File: src/rtl/msg_stream_pkg.sv
// Shared types and constants for the decoded-message UART streamer.
// Optional build macro: MSG_UART_STREAMER_PARITY_EN (adds even parity, 8E1 framing).
package msg_stream_pkg;

  localparam int DATA_BITS = 8;

  localparam logic START_LVL = 1'b0;
  localparam logic STOP_LVL  = 1'b1;
  localparam logic IDLE_LVL  = 1'b1;

`ifdef MSG_UART_STREAMER_PARITY_EN
  localparam int FRAME_BITS = DATA_BITS + 3;
`else
  localparam int FRAME_BITS = DATA_BITS + 2;
`endif

  typedef enum logic [2:0] {
    IDLE,
    FETCH,
    WAIT,
    START,
    DATA,
    PARITY,
    STOP,
    FIN
  } state_t;

  // Full serial frame, LSB transmitted first: start, data LSB..MSB, [parity], stop.
  function automatic logic [FRAME_BITS-1:0] build_frame(input logic [DATA_BITS-1:0] d);
`ifdef MSG_UART_STREAMER_PARITY_EN
    return {STOP_LVL, ^d, d, START_LVL};
`else
    return {STOP_LVL, d, START_LVL};
`endif
  endfunction

endpackage

File: src/rtl/msg_uart_streamer_if.sv
// Synchronous RAM read port used by the message streamer (second port of data RAM).
interface msg_uart_streamer_if #(
  parameter int ADDR_W = 10
);

  logic [ADDR_W-1:0] mem_addr;
  logic              mem_re;
  logic [31:0]       mem_rdata;

  modport master (
    output mem_addr,
    output mem_re,
    input  mem_rdata
  );

  modport slave (
    input  mem_addr,
    input  mem_re,
    output mem_rdata
  );

endinterface

File: src/rtl/msg_uart_tx_bit.sv
// Bit-period timer and frame shift register for the UART transmitter.
// tx is the LSB of a register, so the line never glitches.
// Optional build macro: MSG_UART_STREAMER_PARITY_EN (frame width via package).
module msg_uart_tx_bit
  import msg_stream_pkg::*;
#(
  parameter int CLKS_PER_BIT = 434
) (
  input  logic                 clk,
  input  logic                 rst,
  input  logic                 load,
  input  logic [DATA_BITS-1:0] din,
  input  logic                 run,
  output logic                 tx,
  output logic                 bit_done
);

  localparam int CNT_W = (CLKS_PER_BIT > 1) ? $clog2(CLKS_PER_BIT) : 1;
  localparam logic [CNT_W-1:0] CNT_LAST = CNT_W'(CLKS_PER_BIT - 1);

  logic [FRAME_BITS-1:0] sr;
  logic [CNT_W-1:0]      cnt;

  // Load a whole frame, then shift one bit out per bit period while running.
  always_ff @(posedge clk) begin
    if (!rst) begin
      sr  <= '1;
      cnt <= '0;
    end else if (load) begin
      sr  <= build_frame(din);
      cnt <= '0;
    end else if (run) begin
      if (cnt == CNT_LAST) begin
        cnt <= '0;
        sr  <= {IDLE_LVL, sr[FRAME_BITS-1:1]};
      end else begin
        cnt <= cnt + CNT_W'(1);
      end
    end else begin
      cnt <= '0;
    end
  end

  // cnt rests at 0 when idle and CLKS_PER_BIT >= 2, so no spurious bit_done.
  assign tx       = sr[0];
  assign bit_done = (cnt == CNT_LAST);

endmodule

File: src/rtl/msg_uart_streamer.sv
// Reads a run of characters (one per 32-bit RAM word) and streams bits [7:0]
// of each word out on a UART TX line, then pulses done.
// Optional build macro: MSG_UART_STREAMER_PARITY_EN (8E1 instead of 8N1).
module msg_uart_streamer
  import msg_stream_pkg::*;
#(
  parameter int CLKS_PER_BIT = 434,
  parameter int ADDR_W       = 10,
  parameter int LEN_W        = 8
) (
  input  logic              clk,
  input  logic              rst,
  input  logic              start,
  input  logic [ADDR_W-1:0] base_addr,
  input  logic [LEN_W-1:0]  length,
  msg_uart_streamer_if.master mem,
  output logic              tx,
  output logic              busy,
  output logic              done
);

  state_t            state;
  state_t            state_n;
  logic [ADDR_W-1:0] addr;
  logic [LEN_W-1:0]  remaining;
  logic [2:0]        bit_idx;

  logic              ld;
  logic              run;
  logic              bit_done;
  logic [23:0]       unused_rdata_hi;

  assign unused_rdata_hi = mem.mem_rdata[31:8];
  assign mem.mem_addr    = addr;
  assign run = (state == START) || (state == DATA) ||
               (state == PARITY) || (state == STOP);

  // State register plus address, remaining-count and data-bit counters.
  always_ff @(posedge clk) begin
    if (!rst) begin
      state     <= IDLE;
      addr      <= '0;
      remaining <= '0;
      bit_idx   <= '0;
    end else begin
      state <= state_n;
      case (state)
        IDLE: begin
          bit_idx <= '0;
          if (start && (length != '0)) begin
            addr      <= base_addr;
            remaining <= length;
          end
        end
        DATA: begin
          if (bit_done) bit_idx <= bit_idx + 3'd1;
        end
        STOP: begin
          if (bit_done) begin
            remaining <= remaining - LEN_W'(1);
            addr      <= addr + ADDR_W'(1);
          end
        end
        default: ;
      endcase
    end
  end

  // Next-state and control outputs.
  always_comb begin
    state_n    = state;
    ld         = 1'b0;
    mem.mem_re = 1'b0;
    done       = 1'b0;
    busy       = (state != IDLE);
    case (state)
      IDLE: begin
        if (start) state_n = (length != '0) ? FETCH : FIN;
      end
      FETCH: begin
        mem.mem_re = 1'b1;
        state_n    = WAIT;
      end
      WAIT: begin
        ld      = 1'b1;
        state_n = START;
      end
      START: begin
        if (bit_done) state_n = DATA;
      end
      DATA: begin
        if (bit_done && (bit_idx == 3'(DATA_BITS - 1))) begin
`ifdef MSG_UART_STREAMER_PARITY_EN
          state_n = PARITY;
`else
          state_n = STOP;
`endif
        end
      end
      PARITY: begin
        if (bit_done) state_n = STOP;
      end
      STOP: begin
        if (bit_done) state_n = (remaining == LEN_W'(1)) ? FIN : FETCH;
      end
      FIN: begin
        done    = 1'b1;
        state_n = IDLE;
      end
      default: state_n = IDLE;
    endcase
  end

  msg_uart_tx_bit #(
    .CLKS_PER_BIT(CLKS_PER_BIT)
  ) u_tx_bit (
    .clk     (clk),
    .rst     (rst),
    .load    (ld),
    .din     (mem.mem_rdata[7:0]),
    .run     (run),
    .tx      (tx),
    .bit_done(bit_done)
  );

endmodule

File: src/flat_wrapper.sv
// flat-port wrapper written by rule: the top's interface ports become plain ports
module msg_uart_streamer_flat import msg_stream_pkg::*;
#(
  parameter int CLKS_PER_BIT = 434,
  parameter int ADDR_W       = 10,
  parameter int LEN_W        = 8
)
  (clk, rst, start, base_addr, length, tx, busy, done, mem_mem_addr, mem_mem_re, mem_mem_rdata);
  msg_uart_streamer_if #(.ADDR_W(ADDR_W)) mem_i ();
  input  logic clk;
  input  logic rst;
  input  logic start;
  input  logic [ADDR_W-1:0] base_addr;
  input  logic [LEN_W-1:0] length;
  output logic tx;
  output logic busy;
  output logic done;
  output wire logic [$bits(mem_i.mem_addr)-1:0] mem_mem_addr;
  output wire logic [$bits(mem_i.mem_re)-1:0] mem_mem_re;
  input wire logic [$bits(mem_i.mem_rdata)-1:0] mem_mem_rdata;
  assign mem_mem_addr = mem_i.mem_addr;
  assign mem_mem_re = mem_i.mem_re;
  assign mem_i.mem_rdata = mem_mem_rdata;
  msg_uart_streamer #(.CLKS_PER_BIT(CLKS_PER_BIT), .ADDR_W(ADDR_W), .LEN_W(LEN_W)) u_core (.clk(clk), .rst(rst), .start(start), .base_addr(base_addr), .length(length), .mem(mem_i), .tx(tx), .busy(busy), .done(done));
endmodule
File: config.mk
export PLATFORM = sky130hd
export DESIGN_NAME = msg_uart_streamer_flat
export DESIGN_NICKNAME = d
export VERILOG_FILES = /design/src/rtl/msg_stream_pkg.sv /design/src/rtl/msg_uart_streamer_if.sv /design/src/rtl/msg_uart_tx_bit.sv /design/src/rtl/msg_uart_streamer.sv /design/src/flat_wrapper.sv
export SDC_FILE = /design/constraint.sdc
export NUM_CORES = 1
export LEC_CHECK = 0
export CAP_MARGIN = 20
export CORE_MARGIN = 5
export CORE_UTILIZATION = 48
export DETAILED_ROUTE_END_ITERATION = 8
export GPL_ROUTABILITY_DRIVEN = 0
export HOLD_SLACK_MARGIN = 0.06
export PLACE_DENSITY = 0.77
export SYNTH_ARGS = -nofsm -noshare
export SYNTH_HDL_FRONTEND = slang
export SYNTH_SLANG_ARGS = --single-unit
export TNS_END_PERCENT = 30
File: constraint.sdc
create_clock -name clk -period 2.6 [get_ports clk]
set_clock_uncertainty 0.15 [all_clocks]
set_input_delay 0.26 -clock clk [delete_from_list [all_inputs] [get_ports clk]]
set_output_delay 0.26 -clock clk [all_outputs]
set_load 0.02 [all_outputs]
Word-level counts from Yosys, hierarchy flattened
Index checks and enable logic that the tools add are counted.
Word-level totals
  bits in registers: 42
  input bits: 53
  output and inout port bits: 14
  word-level logic and storage cells: 68
Cells by class
  add/sub/neg operators: 4
  equal/unequal tests: 17
  multiplexer cells: 22
  bitwise gates (word level): 2
  reductions and logical operators: 17
Operator list (count)
  9-bit 2-to-1 mux: 3
  3-bit 2-to-1 mux: 8
  3-bit one-hot mux with 8 select lines: 1
  10-bit 2-to-1 mux: 2
  10-bit one-hot mux with 2 select lines: 1
  8-bit 2-to-1 mux: 2
  8-bit one-hot mux with 2 select lines: 1
  3-bit == test (second input constant): 5
  10-bit by 1-bit adder with 10-bit output (second input constant): 1
  2-bit by 1-bit != test with 1-bit output (second input constant): 5
  9-bit by 1-bit adder with 9-bit output (second input constant): 1
  9-bit == test (second input constant): 1
  8-bit by 1-bit == test with 1-bit output (second input constant): 1
  2-bit nonzero test: 4
  8-bit nonzero test: 1
  8-bit by 1-bit subtractor with 8-bit output (second input constant): 1
  3-bit by 2-bit == test with 1-bit output (second input constant): 2
  3-bit one-hot mux with 2 select lines: 1
  5-bit AND reduction: 1
  2-bit != test (second input constant): 2
  2-bit AND reduction: 2
  4-bit OR reduction: 1
  3-bit by 1-bit adder with 3-bit output (second input constant): 1
  3-bit by 1-bit == test with 1-bit output (second input constant): 1
  7 further kinds: 13

Logic depth before layout (Yosys ltp)
  depth in word-level cells: 6
  mapped depth: 8
  gate-level depth less buffers: 6

By module
From an unflattened synthesis, not the netlist that was laid out.
Unflattened totals
  cell total of the unflattened synthesis: 331
  area total of the unflattened synthesis: 2677.6 um^2
Modules (own cells, without submodules)
  msg_uart_streamer: times used 1, cells an instance 221, area an instance 1669.1 um^2, seq. area each 480.5 um^2
  msg_uart_tx_bit: times used 1, cells an instance 110, area an instance 1008.5 um^2, seq. area each 360.3 um^2

Worst setup path before layout
Ideal clock, no wire load.
  path type: register to register
  start: register u_core.u_tx_bit.cnt[0]
  end: register u_core.addr[9], in the netlist u_core.mem.mem_addr[9]
  library setup time: 88 ps
  data arrival time: 1956 ps
  data required time: 2362 ps
  path slack: 406 ps
  cell stages (with the launch flop): 8
  path buffers: 2
  period minus slack after synthesis: 2194 ps
  cell sequence: dfxtp_1 -> ha_1 -> or3b_1 -> or4_1 -> and2_1 -> buf_6 -> buf_6 -> o32ai_2
Between the ends
  word-level cells in the longest chain between the ends: 3
Ends and longest elaborated chain
  start, declared: line msg_uart_tx_bit.sv:22  | logic [CNT_W-1:0] cnt;
  start signal, assigned: line msg_uart_tx_bit.sv:37  | cnt <= cnt + CNT_W'(1);
  9-bit == test: line msg_uart_tx_bit.sv:46  | assign bit_done = (cnt == CNT_LAST);
  2-bit by 1-bit != test with 1-bit output (no line)
  3-bit AND reduction (no line)
  end signal, assigned: line msg_uart_streamer.sv:51  | addr <= base_addr;
  end signal, assigned: line msg_uart_streamer.sv:61  | addr <= addr + ADDR_W'(1);
  end, declared: line msg_uart_streamer.sv:24  | logic [ADDR_W-1:0] addr;
No other way between the ends.
A chain may end at the register's enable or synchronous reset.

Worst setup path in the final report
  start: register u_core.u_tx_bit.cnt[0]
  end: register u_core.addr[4], in the netlist u_core.mem.mem_addr[4]
The elaborated chain is that of the path after synthesis.

==> flow_summary.ini <==
[power]
cell_internal_pwr_mw = 1.04
power_mw = 1.48
p_per_area_nw_per_um2 = 483
ir_worst_vdd_mv = 0.256
p_sw_share_pct = 29.6
clockPowerShare_pct = 26.9
p_comb_share_pct = 24.2
p_switching_uw = 439
pwr-share-seq_pct = 48.9
p_leak_nw = 1.09

[sta]
rsz0062_at_grt = no
min_period_ps = 2310
worstMarginPinSlew_ps = 793
period_share_pct = 89.0
maxSlewViolCount = 0
fmaxAchievable_mhz = 432
fin_tns_setup_ps = 0
finalSetupViolCount = 0
final-hold-violation-count = 0
maxSlewHeadroom_pct = 46.6

[clock_tree]
post_cts_buffers = 0
clock_sinks = 42
post_cts_resize_count = 0
root_buffer = clkbuf_8
cts.path.max_buffers = 2
clock_latency_ps = 290
cts_made_buffers = 5
cts_tree = yes
clk_pin_slew_ps = 80
htree_num_levels = 2
cts_hold_buf = 0

[logic_synthesis]
dominantRegCellSynth = dfxtp_1
synth_top_cell_by_area = dfxtp_1
synth_top_area_share_pct = 34.1
synth_nets = 364
synth_top_cells_by_area = dfxtp_1 (34%), a21oi_1 (6.5%), o32ai_2 (5.9%)
synthArstFlopShare_pct = 0
synth-edff-count = 0
syn_area_um2 = 2470
synth_commonest_cells = dfxtp_1 (42), nand2_1 (38), a21oi_1 (32), nor2_1 (32), clkbuf_1 (13)
ys_ff_latch = 42
synth_area_per_cell_um2 = 8.12
postSynthCellCount = 304
synth_warnings = 0
synth_cell_types = 53
ys_seq_area_share_pct = 34.1
yosysMostFrequentCell = dfxtp_1

[placed_design]
dpl_cell_area_um2 = 2990
portBuffers = 42
dpl.hpwl_um = 4240
dp_cells = 407

[route]
postRouteAntennaNets = 0
vias_per_cell = 5.79
first_pass_iters = 4
drt-wirelength-per-cell_um = 14.5
drt-initial-drc-count = 229
num_vias = 2397
wl_um = 6010
drc_errors = 0

[setup_path]
cp_max_fo = 16
rr_endpoint = u_core.mem.mem_addr[4]
reg2reg_depth = 6
worstPathCellList = ha_1, or3b_1, or4_1, and2_1, buf_12, o221a_2
cp-start-kind = register
cp-end-kind = register
worstPathRequired_ps = 2640
worstSetupPathType = register to register
reg2reg_slack_ps = 290
worstPathArrival_ps = 2350
critPathMaxStageDelay_ps = 440
worstReg2RegStart = u_core.u_tx_bit.cnt[0]
crit_path_top_delay_cell = or4_1

[final_layout]
diodes = 0
instances_no_fill = 414
fin_nets = 404
final_core_util_pct = 60.9
stdcell_area_um2 = 3070
syn_to_final_growth_pct = 24.3
post_route_cells_drive_above_1_share_pct = 11.0

[grt]
grt_max_degree = 34
grt_pass1_wl_um = 9940
antenna_found_initial = 0
overflow = 0
grt_pass1_vias = 2273
track_usage_pct = 18.4

[floorplanning]
ios = 67
start_util_pct = 49.0
die-area_um2 = 6680
chipWidth_um = 81.7
row_count = 26
die_y_um = 81.7
coreArea_um2 = 5040

[hold_path]
hold_path_class = register to register
hold_depth = 1
min_to = u_core.u_tx_bit.cnt[0]
hold_start = u_core.u_tx_bit.cnt[0]

[job]
cap_violations = 0

[outcome]
outcome = complete, no violations
-- layout by cell type, fill, tap and decap left out, types with 4 or more instances in the layout --
| master | Yosys | routed |
|---|---|---|
| o221a_2 | 5 | 5 |
| o32ai_2 | 9 | 9 |
| nand4_1 | 5 | 5 |
| ha_1 | 7 | 7 |
| inv_1 | 11 | 11 |
| nor3b_1 | 4 | 4 |
| xnor2_1 | 4 | 4 |
| nand3_1 | 10 | 10 |
| nor3_1 | 9 | 9 |
| o21ai_0 | 7 | 7 |
| and3_1 | 5 | 5 |
| clkdlybuf4s50_1 | 0 | 42 |
| a221o_1 | 7 | 7 |
| nand2_1 | 38 | 38 |
| buf_4 | 0 | 10 |
| dfxtp_1 | 42 | 42 |
| clkbuf_8 | 0 | 5 |
| a21oi_1 | 32 | 32 |
| nor2_1 | 32 | 32 |
| or4_1 | 4 | 4 |
-- critical path, delay by kind of cell, from the launching register on --
kind	cells	cell delay (ps)
and+or+nand+nor	3	1040
adders and majority gates	1	200
AOI/OAI and AO/OA	1	280
DFF	1	380
buffers and inverters	1	160
-- sequential cells by signal, summed over array words and instances, names as in the netlist --
name,cells
u_core.mem.mem_addr,10
u_core.u_tx_bit.cnt,9
u_core.u_tx_bit.sr,9
u_core.remaining,8
u_core.bit_idx,3
u_core.state,3
-- power by group through the flow --
stage          clock network [mW]  registers [mW]  logic (mW)
5_1_grt                     0.438           0.731       0.391
4_1_cts                     0.412           0.724       0.359
2_1_floorplan                   0           0.750       0.199
3_5_place_dp                    0           0.738       0.358
6_report                    0.399           0.724       0.358
3_3_place_gp                    0           0.737       0.352
-- per-stage QoR --
stage          hold WS, ps  setup WS (ps)
2_1_floorplan          280            406
3_3_place_gp           295            184
3_5_place_dp           308            147
4_1_cts                327            276
5_1_grt                348            113
6_report               319            287
-- per-layer routing --
metal	track usage (%)	vias to the layer above	share of wire, %
li1	-	1208	-
met1	21.8	1122	44
met2	34.0	59	50
met3	3.18	8	5.0
met4	5.32	0	0.98
met5	0	-	0
-- how the worst max path moves through the flow --
| stage | start | slack, ps | depth (start not counted) | end |
|---|---|---|---|---|
| 6_report | u_core.u_tx_bit.cnt[0] | 290 | 6 | u_core.mem.mem_addr[4] |
| 5_1_grt | u_core.u_tx_bit.cnt[0] | 110 | 6 | u_core.remaining[4] |
| 4_1_cts | u_core.u_tx_bit.cnt[0] | 280 | 6 | u_core.mem.mem_addr[4] |
| 3_5_place_dp | length[4] | 150 | 6 | u_core.mem.mem_addr[8] |
| 3_3_place_gp | length[4] | 180 | 6 | u_core.mem.mem_addr[8] |
| 2_1_floorplan | u_core.u_tx_bit.cnt[0] | 410 | 7 | u_core.mem.mem_addr[9] |
-- cell type report --
class	count	area [um^2]
repair buffers	54	536
clock inverters	2	10.0
clock buffers	5	68.8
inverters	12	45.0
well taps	70	87.6
fillers	471	1970
flip-flops and latches	42	841
multi-input cells	229	1480
-- logic make-up (layout without fill, tap and decap cells) --
family,Yosys count,after routing,synth area share (%)
flip-flops,42,42,34.1
XOR/XNOR,7,7,2.48
multiplexers,2,2,0.811
AO/OA/AOI/OAI,88,88,28.3
adder cells (fa/ha/maj),7,7,3.55
buffers and inverters,33,73,5.93
AND/OR/NAND/NOR,125,125,24.9
(Power assumes the default switching activity.)
